$ cat src/rtl/pool_map_sink.sv
// rtl/pool_map_sink.sv - layer1 pooled-result collector that streams the frame map to layer2
//
// Collects 1-bit pooled results by address into a frame bitmap. A write that
// carries last_in closes the frame. The bitmap is then streamed out as packed
// DATA_W-bit words over a valid/ready handshake. After the final word the
// block clears the bitmap and re-arms for the next frame.
//
// Ports:
//   clk, rst_n       clock (rising edge), asynchronous active-low reset
//   wr_en            pooled result valid this cycle
//   res_in           pooled result bit
//   addr_in          pooled result address
//   last_in          final result of the frame, qualified by wr_en
//   m_valid          output word valid (high for the whole stream)
//   m_ready          downstream ready
//   m_data           packed map bits; bit k = map address idx*DATA_W+k
//   m_last           marks the final word
//   busy             high while streaming
//   frame_done       one-cycle pulse when a frame closes
//   err_oor          sticky: write seen with addr_in >= MAP_DEPTH
//   err_ovf          sticky: write attempted while streaming
//   err_cnt          (COUNT_CHECK_EN only) sticky: a frame closed with an
//                    in-range write count different from MAP_DEPTH
//
// Optional feature macro: COUNT_CHECK_EN

module pool_map_sink #(
    parameter int MAP_DEPTH = 1014,
    parameter int ADDR_W    = 13,
    parameter int DATA_W    = 8
) (
    input  logic              clk,
    input  logic              rst_n,
    input  logic              wr_en,
    input  logic              res_in,
    input  logic [ADDR_W-1:0] addr_in,
    input  logic              last_in,
    output logic              m_valid,
    input  logic              m_ready,
    output logic [DATA_W-1:0] m_data,
    output logic              m_last,
    output logic              busy,
    output logic              frame_done,
    output logic              err_oor,
`ifdef COUNT_CHECK_EN
    output logic              err_ovf,
    output logic              err_cnt
`else
    output logic              err_ovf
`endif
);

    localparam int NWORDS = (MAP_DEPTH + DATA_W - 1) / DATA_W;
    localparam int PAD_W  = NWORDS * DATA_W;
    localparam int BIT_W  = (PAD_W > 1) ? $clog2(PAD_W) : 1;
    localparam int IDX_W  = (NWORDS > 1) ? $clog2(NWORDS) : 1;

    localparam logic [IDX_W-1:0]  LAST_IDX = IDX_W'(NWORDS - 1);
    localparam logic [ADDR_W:0]   DEPTH_C  = (ADDR_W + 1)'(MAP_DEPTH);

    typedef enum logic {
        S_COLLECT = 1'b0,
        S_STREAM  = 1'b1
    } state_t;

    state_t             state_q, state_d;
    // Padded to whole words; padding bits are never written so they read 0.
    logic [PAD_W-1:0]   bitmap_q, bitmap_d;
    logic [IDX_W-1:0]   idx_q, idx_d;
    logic               m_valid_q, m_valid_d;
    logic [DATA_W-1:0]  m_data_q, m_data_d;
    logic               m_last_q, m_last_d;
    logic               busy_q, busy_d;
    logic               frame_done_q, frame_done_d;
    logic               err_oor_q, err_oor_d;
    logic               err_ovf_q, err_ovf_d;

    logic               in_range;
    logic [BIT_W-1:0]   wr_bit;
    logic [DATA_W-1:0]  words_d [NWORDS];

    assign in_range = ({1'b0, addr_in} < DEPTH_C);
    assign wr_bit   = BIT_W'(addr_in);

    always_comb begin
        state_d      = state_q;
        bitmap_d     = bitmap_q;
        idx_d        = idx_q;
        frame_done_d = 1'b0;
        err_oor_d    = err_oor_q;
        err_ovf_d    = err_ovf_q;

        case (state_q)
            S_COLLECT: begin
                if (wr_en) begin
                    if (in_range) begin
                        bitmap_d[wr_bit] = res_in;
                    end else begin
                        err_oor_d = 1'b1;
                    end
                    if (last_in) begin
                        state_d      = S_STREAM;
                        frame_done_d = 1'b1;
                        idx_d        = '0;
                    end
                end
            end
            S_STREAM: begin
                if (wr_en) begin
                    err_ovf_d = 1'b1;
                end
                if (m_ready) begin
                    if (idx_q == LAST_IDX) begin
                        state_d  = S_COLLECT;
                        bitmap_d = '0;
                        idx_d    = '0;
                    end else begin
                        idx_d = idx_q + IDX_W'(1);
                    end
                end
            end
            default: state_d = S_COLLECT;
        endcase

        // Word select uses the next-state bitmap so the closing write is
        // already visible in word 0 on the first stream cycle.
        for (int w = 0; w < NWORDS; w++) begin
            words_d[w] = bitmap_d[w*DATA_W +: DATA_W];
        end

        m_valid_d = (state_d == S_STREAM);
        busy_d    = (state_d == S_STREAM);
        m_last_d  = (state_d == S_STREAM) && (idx_d == LAST_IDX);
        m_data_d  = (state_d == S_STREAM) ? words_d[idx_d] : '0;
    end

    always_ff @(posedge clk or negedge rst_n) begin
        if (!rst_n) begin
            state_q      <= S_COLLECT;
            bitmap_q     <= '0;
            idx_q        <= '0;
            m_valid_q    <= 1'b0;
            m_data_q     <= '0;
            m_last_q     <= 1'b0;
            busy_q       <= 1'b0;
            frame_done_q <= 1'b0;
            err_oor_q    <= 1'b0;
            err_ovf_q    <= 1'b0;
        end else begin
            state_q      <= state_d;
            bitmap_q     <= bitmap_d;
            idx_q        <= idx_d;
            m_valid_q    <= m_valid_d;
            m_data_q     <= m_data_d;
            m_last_q     <= m_last_d;
            busy_q       <= busy_d;
            frame_done_q <= frame_done_d;
            err_oor_q    <= err_oor_d;
            err_ovf_q    <= err_ovf_d;
        end
    end

    assign m_valid    = m_valid_q;
    assign m_data     = m_data_q;
    assign m_last     = m_last_q;
    assign busy       = busy_q;
    assign frame_done = frame_done_q;
    assign err_oor    = err_oor_q;
    assign err_ovf    = err_ovf_q;

`ifdef COUNT_CHECK_EN
    localparam int CNT_W = $clog2(MAP_DEPTH + 1);
    localparam logic [CNT_W-1:0] CNT_FULL = CNT_W'(MAP_DEPTH);

    logic [CNT_W-1:0] cnt_q, cnt_d;
    logic             err_cnt_q, err_cnt_d;

    always_comb begin
        cnt_d     = cnt_q;
        err_cnt_d = err_cnt_q;
        if (state_q == S_COLLECT && wr_en) begin
            // Saturate so a flood of rewrites cannot wrap back to MAP_DEPTH.
            if (in_range && (cnt_q != {CNT_W{1'b1}})) begin
                cnt_d = cnt_q + CNT_W'(1);
            end
            if (last_in && (cnt_d != CNT_FULL)) begin
                err_cnt_d = 1'b1;
            end
        end
        // Fresh count for the frame that starts when streaming ends.
        if (state_q == S_STREAM && state_d == S_COLLECT) begin
            cnt_d = '0;
        end
    end

    always_ff @(posedge clk or negedge rst_n) begin
        if (!rst_n) begin
            cnt_q     <= '0;
            err_cnt_q <= 1'b0;
        end else begin
            cnt_q     <= cnt_d;
            err_cnt_q <= err_cnt_d;
        end
    end

    assign err_cnt = err_cnt_q;
`endif

endmodule
$ cat config.mk
export PLATFORM = sky130hd
export DESIGN_NAME = pool_map_sink
export DESIGN_NICKNAME = d
export VERILOG_FILES = /design/src/rtl/pool_map_sink.sv
export SDC_FILE = /design/constraint.sdc
export NUM_CORES = 2
export LEC_CHECK = 0
export ABC_CLOCK_PERIOD_IN_PS = 5680
export BUFFER_PORTS_ARGS = -buffer_cell sky130_fd_sc_hd__buf_4
export CORE_MARGIN = 2
export CORE_UTILIZATION = 30
export CTS_CLUSTER_SIZE = 14
export DETAILED_ROUTE_END_ITERATION = 8
export PLACE_DENSITY_LB_ADDON = 0.25
export SLEW_MARGIN = 20
export SYNTH_ARGS = -nofsm -noshare
export SYNTH_HDL_FRONTEND = slang
export SYNTH_SLANG_ARGS = --single-unit
$ cat constraint.sdc
create_clock -name clk -period 5.68 [get_ports clk]
set_clock_uncertainty 0.15 [all_clocks]
set_input_delay 1.136 -clock clk [delete_from_list [all_inputs] [get_ports clk]]
set_output_delay 1.136 -clock clk [all_outputs]
set_load 0.05 [all_outputs]
==> impl_metrics.ini <==
[outcome]
outcome = finished, final reports clean

[clock_network]
clockBufferDepth = 3
tritoncts = yes
cts_resized = 0
htreeDepth = 4
cts_setup_buffers = 0
clock-sinks = 1036
cts_made_buffers = 138
clkTransAtPathRegs_ns = 0.06
clock-root-buffer = clkbuf_16
holdBufCountCts = 0
clk-insertion-delay-late_ns = 0.89

[sta]
fin_crit_ns = 5.45
slew_headroom = 0.144
setup_viol = 0
rsz0062_at_grt = no
fin_crit_sh = 0.959
clock.fmax_ghz = 0.184
slew_viol_final = 0
finalSetupTns_ns = 0
finalHoldViolCount = 0
holdWs_ns = 0.0943
tightest_slew_ns = 1.28

[drt]
via_per_inst = 6.82
drt_wl_total_um = 497000
wl_per_cell_um = 45.4
firstDrtPassIters = 8
wl_met2_um = 192000
vias = 74800
drt_iter0_drc = 13100
antenna_left = 0
drc = 0
wl_met1_um = 184000
top_layer = met5
dr_wl_met3_um = 69600

[placement]
io_buffers = 32
gp_congestion = 1.08
hpwl_um = 350000
place_area_mm2 = 0.0741

[power_and_ir_drop]
ir_worst_vdd_mv = 0.387
p_per_area_mw_per_mm2 = 424
leakagePower_nw = 34.0

[die]
rows = 167
die_y_um = 461
num_io_pins = 33
die_x_um = 461
dieArea_mm2 = 0.213
core-area_mm2 = 0.207
initial_utilization = 0.302

[final_layout]
regArea_mm2 = 0.0259
drive_gt1_frac = 0.201
synthToLayoutAreaGrowth_pct = 25.5
nNetsFinal = 8058
multiInputGateArea_mm2 = 0.0340
stdcell_area_mm2 = 0.0788
nFillCells = 21100

[synthesis]
synth_warnings = 0
synthTopCellsByCount = 1,132 x nand2_1, 1,036 x dfrtp_1, 792 x o21ai_0, 477 x a21oi_1, 470 x mux2i_1
post_synth.cell_area_avg_um2 = 8.41
synth_nets = 7485
ys_seq_area_frac = 0.413
yosysTopAreaCellShare = 0.413
synth_area_leaders = dfrtp_1 41%, mux2i_1 7.5%, nand2_1 6.8%
yosys.cell_types.count = 104
synth_ff_type = dfrtp_1
synth-seq-cells = 1036
synth_cells = 7464
synth_area_leader_cell = dfrtp_1
synth_edf_count = 0
async_flop_share = 1.00
synthesis.area_mm2 = 0.0628
yosysMostFrequentCell = nand2_1

[setup_path]
endpoint_kind = flop
critPathSlowestCell = nor2_1
cp_num_buf_inv = 3
crit_fanout = 26
cp-start-kind = input port
critical_path.max_stage_delay_ns = 0.92
cp_cell_sequence = buf_4 > nand2b_2 > buf_12 > nor2_1 > nor2_1 > o21ai_0 > o21ai_0 > mux2i_1 > o21a_1 > a2bb2oi_1 > nor4_1 > buf_4 > o22ai_1
crit_family = compound AO/OA/AOI/OAI gates
arrival_ns = 6.07
crit_type = input port to flop
crit_required_ns = 6.30

[grt]
grt_max_degree = 153
antenna_found_initial = 64
grt_pass1_vias = 69500
globalRouteOverflowTotal = 0
grt_first_pass_wirelength_um = 655000
track_usage = 0.456

[worst_hold_path]
min_path_type = input port to asynchronous set/reset pin

[flow_run]
maxCapViolCount = 0
stage by stage:
| step | util | worst slack [ns] | total power, mW | instances |
|---|---|---|---|---|
| global route | 0.379 | 0.360 | 33.0 | 10900 |
| CTS | 0.379 | 0.671 | 32.1 | 10900 |
| floorplan | - | 1.62 | 12.9 | 7464 |
| global placement | 0.357 | -0.225 | 23.0 | 10700 |
| detailed placement | 0.357 | -0.150 | 22.9 | 10700 |
| finish | 0.380 | 0.234 | 33.4 | 11000 |
layer usage:
| layer | GRT usage | up-vias |
|---|---|---|
| met5 | 0.00299 | - |
| met4 | 0.378 | 54 |
| met3 | 0.194 | 1971 |
| met2 | 0.610 | 6362 |
| met1 | 0.561 | 37500 |
| li1 | - | 28900 |
layout by cell type, fill, tap and decap left out, types with 79 or more instances in the layout:
master	netlist	final
nand3_1	404	404
nand2_1	1132	1127
nor2_1	434	411
o311ai_0	80	79
buf_4	14	1083
a21oi_1	477	476
mux2i_1	470	470
nand4_1	170	170
o22ai_1	127	127
clkbuf_16	0	140
nor3_1	237	224
a21o_1	94	94
dfrtp_1	1036	1035
a31oi_1	91	91
buf_12	0	124
o211ai_1	111	111
a221o_1	82	82
o21ai_0	792	791
cell families (layout without fill, tap and decap cells):
group | count (synthesis) | after routing | share of synthesized area
AOI/OAI and AO/OA | 2401 | 2401 | 0.245
and+or+nand+nor | 2738 | 2738 | 0.208
xor gates and xnor gates | 2 | 2 | 0.000399
buffers and inverters | 796 | 1472 | 0.0543
DFF | 1036 | 1036 | 0.413
other | 0 | 30 | 0
muxes | 489 | 489 | 0.0786
adders and majority gates | 2 | 2 | 0.000399
area by class of cell:
type	instances	share of cell area
clock buffers	203	0.0510
clock inverters	40	0.00683
diodes	30	0.000953
multi-input cells	5632	0.431
flip-flops and latches	1036	0.329
well taps	2788	0.0443
repair buffers	1210	0.135
inverters	19	0.00113
worst reg2reg max path: stages, from the launching register on:
cell and delay [ns]:
dfrtp_1 0.52, inv_1 0.11, ha_1 0.19, nand3_1 0.22, o21ai_4 0.25, o21a_4 0.48, inv_4 0.27, nand2_1 0.74
buf_4 0.25, buf_4 0.26, o32ai_1 0.22, a2111oi_0 1.01, buf_4 0.26, o21a_1 0.13, o22ai_1 0.09
state kept, by name, summed over array words and instances, names as in the netlist:
register	flops
busy	1
bitmap_q	1016
frame_done	1
m_last	1
err_oor	1
err_ovf	1
idx_q	7
m_data	8
final timing paths:
| check | startpoint | depth (start not counted) | slack, ns | to |
|---|---|---|---|---|
| worst min-delay path | rst_n | 1 | 0.09 | bitmap_q[284]$_DFF_PN0_ |
| worst max-delay path | addr_in[5] | 13 | 0.23 | m_data[4]$_DFF_PN0_ |
| max in group asynchronous | rst_n | 2 | 3.66 | bitmap_q[692]$_DFF_PN0_ |
| worst max register to register | idx_q[0]$_DFF_PN0_ | 14 | 0.40 | m_data[4]$_DFF_PN0_ |
| worst min register to register | err_ovf$_DFFE_PN0P_ | 1 | 0.30 | err_ovf$_DFFE_PN0P_ |
| min in group clk | err_ovf$_DFFE_PN0P_ | 1 | 0.30 | err_ovf$_DFFE_PN0P_ |
where the power goes:
group / internal, mW / leakage, nW / total (mW) / switching (mW)
registers: 7.46 / 14.4 / 7.60 / 0.140
logic: 4.07 / 17.4 / 16.5 / 12.4
clock network: 5.29 / 2.24 / 9.28 / 4.00
(Power assumes the default switching activity.)
